$ cat src/rtl/pe_clk_gate_ctrl.sv
// pe_clk_gate_ctrl
//   Clock-enable controller for one PE. It sits directly upstream of the PE
//   clock-gating cell and drives its enable. When the PE has been idle for
//   IDLE_THRESHOLD consecutive cycles, the controller gates the clock off. Any
//   new activity, or gating_en going low, reopens the clock. pe_ready then
//   stays low for WAKE_CYCLES cycles while the gated clock settles. The number
//   of cycles spent asleep is counted for power statistics.
//
// Ports
//   clk           free-running (ungated) clock
//   reset         asynchronous, active-high
//   gating_en     1 = gating allowed, 0 = PE clock forced on
//   ifmap_valid   ifmap FIFO holds data
//   filter_valid  filter FIFO holds data
//   psum_in_valid incoming psum valid
//   pe_busy       PE MAC pipeline/control not idle
//   stat_clear    synchronous clear of gated_cycles
//   gate_enable   enable to the clock-gating cell (registered)
//   pe_ready      PE clock stable
//   sleeping      1 while in SLEEP
//   gated_cycles  saturating count of cycles spent in SLEEP
//   state_dbg     current FSM state (ACTIVE=0, SLEEP=1, WAKE=2)
//
// Handshake: pe_ready acts as a ready toward upstream issuers. A transfer to
// this PE may occur only on a cycle where the issuer's valid and pe_ready are
// both high. pe_ready never depends combinationally on any input. pe_ready
// high always implies gate_enable high.
module pe_clk_gate_ctrl #(
  parameter int IDLE_THRESHOLD = 8,
  parameter int WAKE_CYCLES    = 2,
  parameter int CNT_WIDTH      = 16
) (
  input  logic                 clk,
  input  logic                 reset,
  input  logic                 gating_en,
  input  logic                 ifmap_valid,
  input  logic                 filter_valid,
  input  logic                 psum_in_valid,
  input  logic                 pe_busy,
  input  logic                 stat_clear,
  output logic                 gate_enable,
  output logic                 pe_ready,
  output logic                 sleeping,
  output logic [CNT_WIDTH-1:0] gated_cycles,
  output logic [1:0]           state_dbg
);

  localparam int IDLE_W = (IDLE_THRESHOLD > 1) ? $clog2(IDLE_THRESHOLD) : 1;
  localparam int WAKE_W = (WAKE_CYCLES > 1) ? $clog2(WAKE_CYCLES) : 1;
  localparam logic [IDLE_W-1:0] IDLE_LAST = IDLE_W'(IDLE_THRESHOLD - 1);
  localparam logic [WAKE_W-1:0] WAKE_LAST = WAKE_W'(WAKE_CYCLES - 1);

  typedef enum logic [1:0] {
    ACTIVE = 2'd0,
    SLEEP  = 2'd1,
    WAKE   = 2'd2
  } state_t;

  state_t            state;
  logic [IDLE_W-1:0] idle_cnt;
  logic [WAKE_W-1:0] wake_cnt;
  logic              activity;
  logic              stay_on;

  assign activity  = ifmap_valid | filter_valid | psum_in_valid | pe_busy;
  // Activity and a disabled gating policy both keep the clock running.
  assign stay_on   = activity | ~gating_en;
  assign state_dbg = state;

  // Every output is a flop that changes only on the rising clk edge. This keeps
  // gate_enable glitch-free into the low-phase latch of the gating cell.
  always_ff @(posedge clk or posedge reset) begin
    if (reset) begin
      state        <= ACTIVE;
      gate_enable  <= 1'b1;
      pe_ready     <= 1'b1;
      sleeping     <= 1'b0;
      idle_cnt     <= '0;
      wake_cnt     <= '0;
      gated_cycles <= '0;
    end else begin
      // Statistics counter. A clear wins over a same-cycle increment.
      if (stat_clear) begin
        gated_cycles <= '0;
      end else if ((state == SLEEP) && (gated_cycles != {CNT_WIDTH{1'b1}})) begin
        gated_cycles <= gated_cycles + CNT_WIDTH'(1);
      end

      case (state)
        ACTIVE: begin
          if (stay_on) begin
            idle_cnt <= '0;
          end else if (idle_cnt == IDLE_LAST) begin
            state       <= SLEEP;
            gate_enable <= 1'b0;
            pe_ready    <= 1'b0;
            sleeping    <= 1'b1;
          end else begin
            idle_cnt <= idle_cnt + IDLE_W'(1);
          end
        end
        SLEEP: begin
          if (stay_on) begin
            state       <= WAKE;
            gate_enable <= 1'b1;
            sleeping    <= 1'b0;
            wake_cnt    <= '0;
          end
        end
        WAKE: begin
          // The settle window always runs to completion, whatever the inputs do.
          if (wake_cnt == WAKE_LAST) begin
            state    <= ACTIVE;
            pe_ready <= 1'b1;
            idle_cnt <= '0;
          end else begin
            wake_cnt <= wake_cnt + WAKE_W'(1);
          end
        end
        default: begin
          state       <= ACTIVE;
          gate_enable <= 1'b1;
          pe_ready    <= 1'b1;
          sleeping    <= 1'b0;
          idle_cnt    <= '0;
          wake_cnt    <= '0;
        end
      endcase
    end
  end

endmodule

$ cat config.mk
export PLATFORM = sky130hd
export DESIGN_NAME = pe_clk_gate_ctrl
export DESIGN_NICKNAME = d
export VERILOG_FILES = /design/src/rtl/pe_clk_gate_ctrl.sv
export SDC_FILE = /design/constraint.sdc
export NUM_CORES = 1
export LEC_CHECK = 0
export ABC_AREA = 1
export CORE_ASPECT_RATIO = 0.5
export CORE_MARGIN = 10
export CORE_UTILIZATION = 35
export CTS_CLUSTER_DIAMETER = 40
export DETAILED_ROUTE_END_ITERATION = 7
export PLACE_DENSITY = 0.62
export SLEW_MARGIN = 20
export SYNTH_ARGS = -nofsm -noshare
export SYNTH_HDL_FRONTEND = slang
export SYNTH_SLANG_ARGS = --single-unit
$ cat constraint.sdc
create_clock -name clk -period 3.5 [get_ports clk]
set_input_delay 0.35 -clock clk [delete_from_list [all_inputs] [get_ports clk]]
set_output_delay 0.35 -clock clk [all_outputs]
set_load 0.02 [all_outputs]
==> Word-level counts from Yosys, hierarchy flattened <==
Index checks and enable logic that the tools add are counted.
{ "totals": {"wordCells": 58, "out_inout_bits": 21, "reg_bits": 25} }
{ "classes": {"n_reduce_logical": 8, "n_eq_ne": 9, "n_bitwise": 8, "mux": 23, "add_sub_neg": 3} }
{ "op_table": {"columns": ["op", "n"], "rows": [
  ["$mux 16", 2],
  ["$add 16x1->16 const B", 1],
  ["$ne 16x16->1 const B", 1],
  ["$pmux 1 s3", 4],
  ["$reduce_and 4->1", 3],
  ["$mux 3", 3],
  ["$pmux 3 s3", 1],
  ["$mux 1", 8],
  ["$mux 2", 4],
  ["$ne 2x2->1 const B", 4],
  ["$pmux 2 s3", 1],
  ["$not 1->1", 4],
  ["$or 1x1->1", 4],
  ["$add 3x1->3 const B", 1],
  ["$eq 3x3->1 const B", 1],
  ["$ne 3x3->1 const B", 1],
  ["$reduce_and 3->1", 1],
  ["$eq 2x1->1 const B", 1],
  ["$eq 2x2->1 const B", 1],
  ["$logic_not 2->1", 1],
  ["$reduce_and 2->1", 1],
  ["$reduce_bool 2->1", 1],
  ["$add 1x1->1 const B", 1],
  ["$logic_and 1x1->1", 1]
]} }

==> Logic depth before layout (Yosys ltp) <==
Gate-level depths: netlist of run 1.
{ "depth": {"ltp_word": 6, "depth_mapped": 10, "mapped_depth_nobuf": 9} }

==> Worst setup path after synthesis of run 1 <==
Ideal clock, no wire load.
{ "synth_timing": {"path_kind": "register -> register", "start": "reg gated_cycles[0]", "end": "reg gated_cycles[9]", "period_less_slack_ns": 1.655, "path_stages_with_launch": 11, "path_buffers": 1, "required_time_ns": 3.381, "setup_time_ns": 0.119, "path_slack_ns": 1.845, "arrival_ns": 1.536, "cell_sequence": "dfrtp_1 ha_1 nand3_1 inv_2 nand2_2 nor2_4 nor2_4 nor2_8 buf_6 nand2_1 nand2_1"} }
{ "synth_between": {"elab_chain_len": 3} }
{ "synth_lines": {"columns": ["item", "line_no", "source"], "rows": [
  ["from (decl)", "44", "output logic [CNT_WIDTH-1:0] gated_cycles,"],
  ["from (signal assigned)", "86", "gated_cycles <= gated_cycles + CNT_WIDTH'(1);"],
  ["$add 16x1->16 / $ne 16x16->1 (equally long branches)", "86, 85", null],
  ["$mux 16 / $logic_and 1x1->1 (equally long branches)", "85", "end else if ((state == SLEEP) && (gated_cycles != {CNT_WIDTH{1'b1}})) begin"],
  ["$mux 16 / $reduce_bool 2->1 (equally long branches)", null, null]
]} }
Several ways; a longest one is shown, not always the timed one. The select of a mux whose other input is x is not followed.
A chain may end at the register's enable or synchronous reset.

==> Worst setup path after layout of run 1 <==
{ "layout_timing": {"start": "reg gated_cycles[0]", "end": "reg gated_cycles[11]"} }
Same word-level chain as after synthesis.

==> results.json, run 1 <==
{
  "status": "finished clean",
  "core_area_mm2": 0.00400,
  "placed_cells_incl_taps": 282,
  "rsz0062_at_grt": "false",
  "power-per-cell-area_mw_per_mm2": 262,
  "min-delay-path-class": "in -> async",
  "skew_ps": 1.47,
  "htreeDepth": 1,
  "worst_slack_ps": 1680,
  "timing.slew.headroom_pct": 64.3,
  "routed_wl_um": 3450,
  "io-pin-count": 29,
  "vias": 1356,
  "synth.ff_latch_count": 25,
  "layout-drive-gt1-share_pct": 8.19,
  "synth_warnings": 0,
  "chipHeight_um": 66.1,
  "final_min_period_over_clock_period_pct": 52.1,
  "insertedDiodeCount": 0,
  "timing.reg2reg.setup_slack_ps": 1680,
  "static_leakage_nw": 0.877,
  "gp_routability_congestion": 0.819,
  "final-instance-count-excl-fill": 286,
  "placementRows": 16,
  "drt_first_pass_iters": 4,
  "post_cts.resized_instances": 0,
  "final_standard_cell_utilization_of_the_core_pct": 46.4,
  "cp_data_required_time_ps": 3670,
  "cts-root-buf": "clkbuf_8",
  "worst_ep_arrival_time_ps": 1990,
  "worst_r2r_endpoint": "gated_cycles[11]",
  "fin_total_pwr_mw": 0.487,
  "post_drt_wl_per_cell_um": 12.1,
  "clk_latency_ps": 270,
  "cp-endpoint": "gated_cycles[11]",
  "syn-instance-count": 203,
  "worst_pin_slew_ps": 534,
  "floorplan.die.width_um": 112,
  "maxClockFrequency_ghz": 0.549,
  "setup_viol": 0,
  "worstSetupStartpointType": "register",
  "syn_to_final_growth_pct": 25.0,
  "start_util_pct": 37.2,
  "cts_tree": "done",
  "worstReg2RegStart": "gated_cycles[0]",
  "die_area_mm2": 0.00742,
  "path_max_fanout": 16,
  "critical_path.endpoint_type": "register",
  "grt_pass1_wl_um": 6150,
  "post_synth_instance_area_mm2": 0.00149,
  "global_route.usage.total_pct": 9.71,
  "antenna_found_initial": 0,
  "clockBufferDepth": 2,
  "layout.cells.most_common_list": "nand2_1, clkdlybuf4s50_1, dfrtp_1",
  "final_period_minus_worst_setup_slack_ps": 1820,
  "overflow": 0,
  "pre_cts_slack_ps": 1630,
  "num-nets-final": 244,
  "ir_drop_worst_case_vdd_v": 0.000118,
  "initialDrtViolationCount": 49,
  "setup.worst_path.start": "gated_cycles[0]",
  "criticalPathCategory": "reg -> reg",
  "clk_transition_reported_paths_ps": 90,
  "route.detailed.vias_per_inst": 4.74,
  "drv.max_cap_violation_count": 0,
  "via_count_of_the_first_global_routing_pass": 1311,
  "final_antenna_net_count": 0,
  "port_buffers": 28,
  "rr_worst_depth": 9,
  "synth_fp_nets": 214,
  "cts.sinks": 25,
  "mostFrequentLayoutCell": "nand2_1",
  "place_area_mm2": 0.00181,
  "final_hold_viol_count": 0,
  "layout.cell_area.non_filler_mm2": 0.00186,
  "final-max-slew-violation-count": 0,
  "synth_cell_types": 25,
  "detail_route.drc_violations": 0,
  "tns_ps": 0,
  "grt_max_degree": 26,
  "filler_cell_count": 417,
  "fin_worst_hold_slack_ps": 432,
  "place.detailed.hpwl_um": 2630,
  "synthesis.area_per_instance_um2": 7.33,
  "holdBufCountCts": 0,
  "post-cts-setup-buffers": 0,
  "ys_seq_area_share_pct": 42.2,
  "cts_inserted_buffers": 3
}
-- cells by family after synthesis --
group                    Yosys count  synth area share, %
AND/OR/NAND/NOR                  138                 42.3
flip-flops                        25                 42.2
buffers and inverters             21                 6.06
AO/OA/AOI/OAI                     13                 5.13
XOR/XNOR                           3                 1.77
adder cells (fa/ha/maj)            3                 2.52
-- layer usage --
| layer | vias up | share of wire, % | track usage [%] |
|---|---|---|---|
| met1 | 629 | 48 | 11.3 |
| met3 | 2 | 4.1 | 2.99 |
| li1 | 711 | - | - |
| met4 | 0 | 0.78 | 2.36 |
| met5 | - | 0 | 0 |
| met2 | 14 | 47 | 17.2 |
-- Yosys cell counts --
| library cell | n | share of area, % |
|---|---|---|
| nor2_4 | 2 | 1.5 |
| nand3_1 | 14 | 4.7 |
| ha_1 | 3 | 2.5 |
| nand2_2 | 2 | 0.84 |
| or2_2 | 4 | 1.7 |
| o21bai_1 | 4 | 2.0 |
| inv_2 | 1 | 0.25 |
| nor2_8 | 1 | 1.3 |
| nor2_2 | 2 | 0.84 |
| a31oi_1 | 1 | 0.42 |
| nand3b_1 | 1 | 0.50 |
| inv_1 | 17 | 4.3 |
| o21ai_1 | 1 | 0.34 |
| o21ai_0 | 6 | 2.0 |
| buf_6 | 1 | 0.76 |
| nand2_1 | 75 | 19 |
| buf_4 | 1 | 0.50 |
| nor3b_1 | 1 | 0.50 |
| a21oi_1 | 1 | 0.34 |
| nand4_1 | 14 | 5.9 |
| nor2_1 | 22 | 5.6 |
| clkbuf_1 | 1 | 0.25 |
| dfrtp_1 | 23 | 39 |
| xor2_1 | 3 | 1.8 |
| dfstp_2 | 2 | 3.5 |
-- power breakdown --
group	switching (mW)	internal, mW	total, mW
Clock	0.0956	0.0797	0.175
Sequential	0.000153	0.289	0.289
Combinational	0.0141	0.00904	0.0231
Total	0.110	0.378	0.487
-- flip-flops by register name (all words and copies together) (netlist names) --
signal	count
state_dbg	2
gated_cycles	16
idle_cnt	3
sleeping	1
gate_enable	1
pe_ready	1
wake_cnt	1
-- final cells by class --
cell class	instances	area [µm²]	area share, %
flip-flops and latches	25	628	33.8
clock buffers	3	41.3	2.22
multi-input cells	157	769	41.4
well taps	54	67.6	3.63
inverters	18	67.6	3.63
repair buffers	28	280	15.1
clock inverters	1	5.00	0.269
-- worst min path at each step --
stage	startpoint	to	depth (start not counted)	slack [ps]
final	reset	gated_cycles[4]	2	430
after global routing	reset	wake_cnt	2	480
after CTS	sleeping	sleeping	2	480
after detailed placement	sleeping	sleeping	2	460
after global placement	idle_cnt[0]	idle_cnt[0]	1	470
after floorplan	reset	gated_cycles[0]	1	380
-- worst max-delay path: stages (launching register included) --
cell     delay [ps]
dfrtp_1         440
ha_1            250
nand3_1         200
inv_2            50
nand2_2         110
nor2_4           60
nor2_4          360
nor2_8          110
nand2_1          80
nand2_1          50
Note: power is estimated with default switching activity, not from simulation.
==> run 2, diff against run 1 <==
==> constraint.sdc (replaced) <==
create_clock -name clk -period 1.8 [get_ports clk]
set_input_delay 0.18 -clock clk [delete_from_list [all_inputs] [get_ports clk]]
set_output_delay 0.18 -clock clk [all_outputs]
set_load 0.02 [all_outputs]
==> results.json, run 2 (synthesis gave the netlist of run 1 again) <==
{
  "chipHeight_um": 66.1,
  "vias": 1413,
  "placementRows": 16,
  "ir_drop_worst_case_vdd_v": 0.000224,
  "gp_routability_congestion": 0.820,
  "mostFrequentLayoutCell": "nand2_1",
  "worst_path_largest_cell_delay_ps": 380,
  "global_route.usage.total_pct": 10.2,
  "start_util_pct": 37.2,
  "critical-path-slowest-cell": "dfrtp_1",
  "die_area_mm2": 0.00742,
  "largest_register_ffs": 16,
  "status": "finished clean",
  "grt_max_degree": 26,
  "final_antenna_net_count": 0,
  "cts_tree": "done",
  "drv.max_cap_violation_count": 0,
  "initialDrtViolationCount": 57,
  "regMostFlops": "gated_cycles",
  "static_leakage_nw": 0.930,
  "path_max_fanout": 10,
  "port_buffers": 28,
  "crit_path_cell_chain": "ha_1 > nand3_1 > inv_2 > nand2_2 > nor2_4 > nor2_4 > buf_12 > nor2_4 > nand2_1 > nand2_1",
  "power_frac_seq_pct": 58.5,
  "clockPowerShare_pct": 36.2,
  "clk_transition_reported_paths_ps": 90,
  "clk_latency_ps": 270,
  "min-delay-path-class": "in -> async",
  "skew_ps": 5.04,
  "layout-drive-gt1-share_pct": 11.6,
  "layout.cells.most_common_list": "nand2_1, clkdlybuf4s50_1, dfrtp_1",
  "p_sw_share_pct": 23.1,
  "antenna_found_initial": 0,
  "holdBufCountCts": 0,
  "critical_path.endpoint_type": "register",
  "tns_ps": 0,
  "cp_data_required_time_ps": 2020,
  "power-per-cell-area_mw_per_mm2": 492,
  "final-max-slew-violation-count": 0,
  "critical_path_buf_inv_count": 2,
  "rsz0062_at_grt": "false",
  "place_area_mm2": 0.00185,
  "final_standard_cell_utilization_of_the_core_pct": 48.8,
  "grt_pass1_wl_um": 6480,
  "cts_inserted_buffers": 3,
  "maxClockFrequency_ghz": 0.626,
  "internal_power_mw": 0.739,
  "route.detailed.vias_per_inst": 4.77,
  "place.detailed.hpwl_um": 2820,
  "cts.sinks": 25,
  "syn_to_final_growth_pct": 31.3,
  "clockBufferDepth": 2,
  "worst_ep_arrival_time_ps": 1820,
  "detail_route.drc_violations": 0,
  "final_hold_viol_count": 0,
  "floorplan.die.width_um": 112,
  "final_period_minus_worst_setup_slack_ps": 1600,
  "worst_pin_slew_ps": 500,
  "crit_path_frequent_cell": "nor2_4",
  "io-pin-count": 29,
  "setup_viol": 0,
  "post_drt_wl_per_cell_um": 13.0,
  "post_cts.resized_instances": 0,
  "filler_cell_count": 396,
  "htreeDepth": 1,
  "core_area_mm2": 0.00400,
  "cts-root-buf": "clkbuf_8",
  "final_min_period_over_clock_period_pct": 88.7,
  "num-nets-final": 254,
  "switching_power_mw": 0.222,
  "overflow": 0,
  "routed_wl_um": 3840,
  "share_comb_of_total_power_pct": 5.4,
  "insertedDiodeCount": 0,
  "drt_first_pass_iters": 4,
  "criticalPathCategory": "reg -> reg",
  "worstSetupStartpointType": "register",
  "via_count_of_the_first_global_routing_pass": 1377,
  "critPathTopFamily": "simple AND/OR/NAND/NOR gates",
  "timing.slew.headroom_pct": 66.6,
  "layout.cell_area.non_filler_mm2": 0.00195
}
[run 2: cell types whose count changed in the layout (fill, tap and decap cells not counted)]
cell | previous run | this run
inv_2 | 2 | 1
buf_12 | 0 | 1
inv_1 | 16 | 17
clkinv_2 | 1 | 0
nor2_4 | 2 | 3
clkinvlp_4 | 0 | 1
buf_4 | 0 | 8
[run 2: repair_timing]
item,in CTS,in global routing
endpoints found under the setup margin,0,15
hold endpoints to repair,0,0
setup buffers,0,4
[run 2: final timing paths]
check                                 from  slack (ps)  cells after the start         endpoint
max reg2reg                gated_cycles[1]         200                     10  gated_cycles[0]
max in group asynchronous            reset        1240                      3      gate_enable
min                                  reset         250                      3  gated_cycles[9]
min in group clk               idle_cnt[0]         480                      1      idle_cnt[0]
max                        gated_cycles[1]         200                     10  gated_cycles[0]
min reg2reg                    idle_cnt[0]         480                      1      idle_cnt[0]
[run 2: worst register-to-register path: stages (launching register included)]
cell     delay (ps)
dfrtp_1         380
ha_1            180
nand3_1         130
inv_2            80
nand2_2          90
nor2_4          130
nor2_4           50
buf_12          140
nor2_4          210
nand2_1          90
nand2_1          60
[run 2: layout make-up]
cell class / instances / area [µm²] / share of cell area, %
multi-input combinational: 158 / 781 / 40.0
sequential: 25 / 628 / 32.2
timing repair buffer: 37 / 360 / 18.4
inverter: 18 / 67.6 / 3.46
tap: 54 / 67.6 / 3.46
clock buffer: 3 / 41.3 / 2.11
clock inverter: 1 / 7.51 / 0.384
[run 2: power by group through the flow]
stage / Clock [mW] / Sequential [mW] / Combinational (mW)
detailed placement: 0 / 0.573 / 0.0497
CTS: 0.371 / 0.562 / 0.0495
global route: 0.390 / 0.562 / 0.0577
finish: 0.347 / 0.562 / 0.0514
floorplan: 0 / 0.573 / 0.0247
global placement: 0 / 0.573 / 0.0484
[run 2: metrics by stage]
step | cells | worst slack (ps) | hold slack [ps] | total power [mW]
after floorplan | 203 | 145 | 206 | 0.598
after global placement | 287 | 141 | 458 | 0.621
after detailed placement | 287 | 83.8 | 473 | 0.623
after CTS | 291 | 69.5 | 257 | 0.983
after global routing | 296 | 70.2 | 287 | 1.01
final | 296 | 203 | 252 | 0.961
[run 2: per-layer routing]
layer,track usage [%],vias up,share of wire (%)
li1,-,733,-
met1,12.2,650,47
met2,18.1,28,47
met3,2.99,2,5.5
met4,2.04,0,0.70
met5,0,-,0
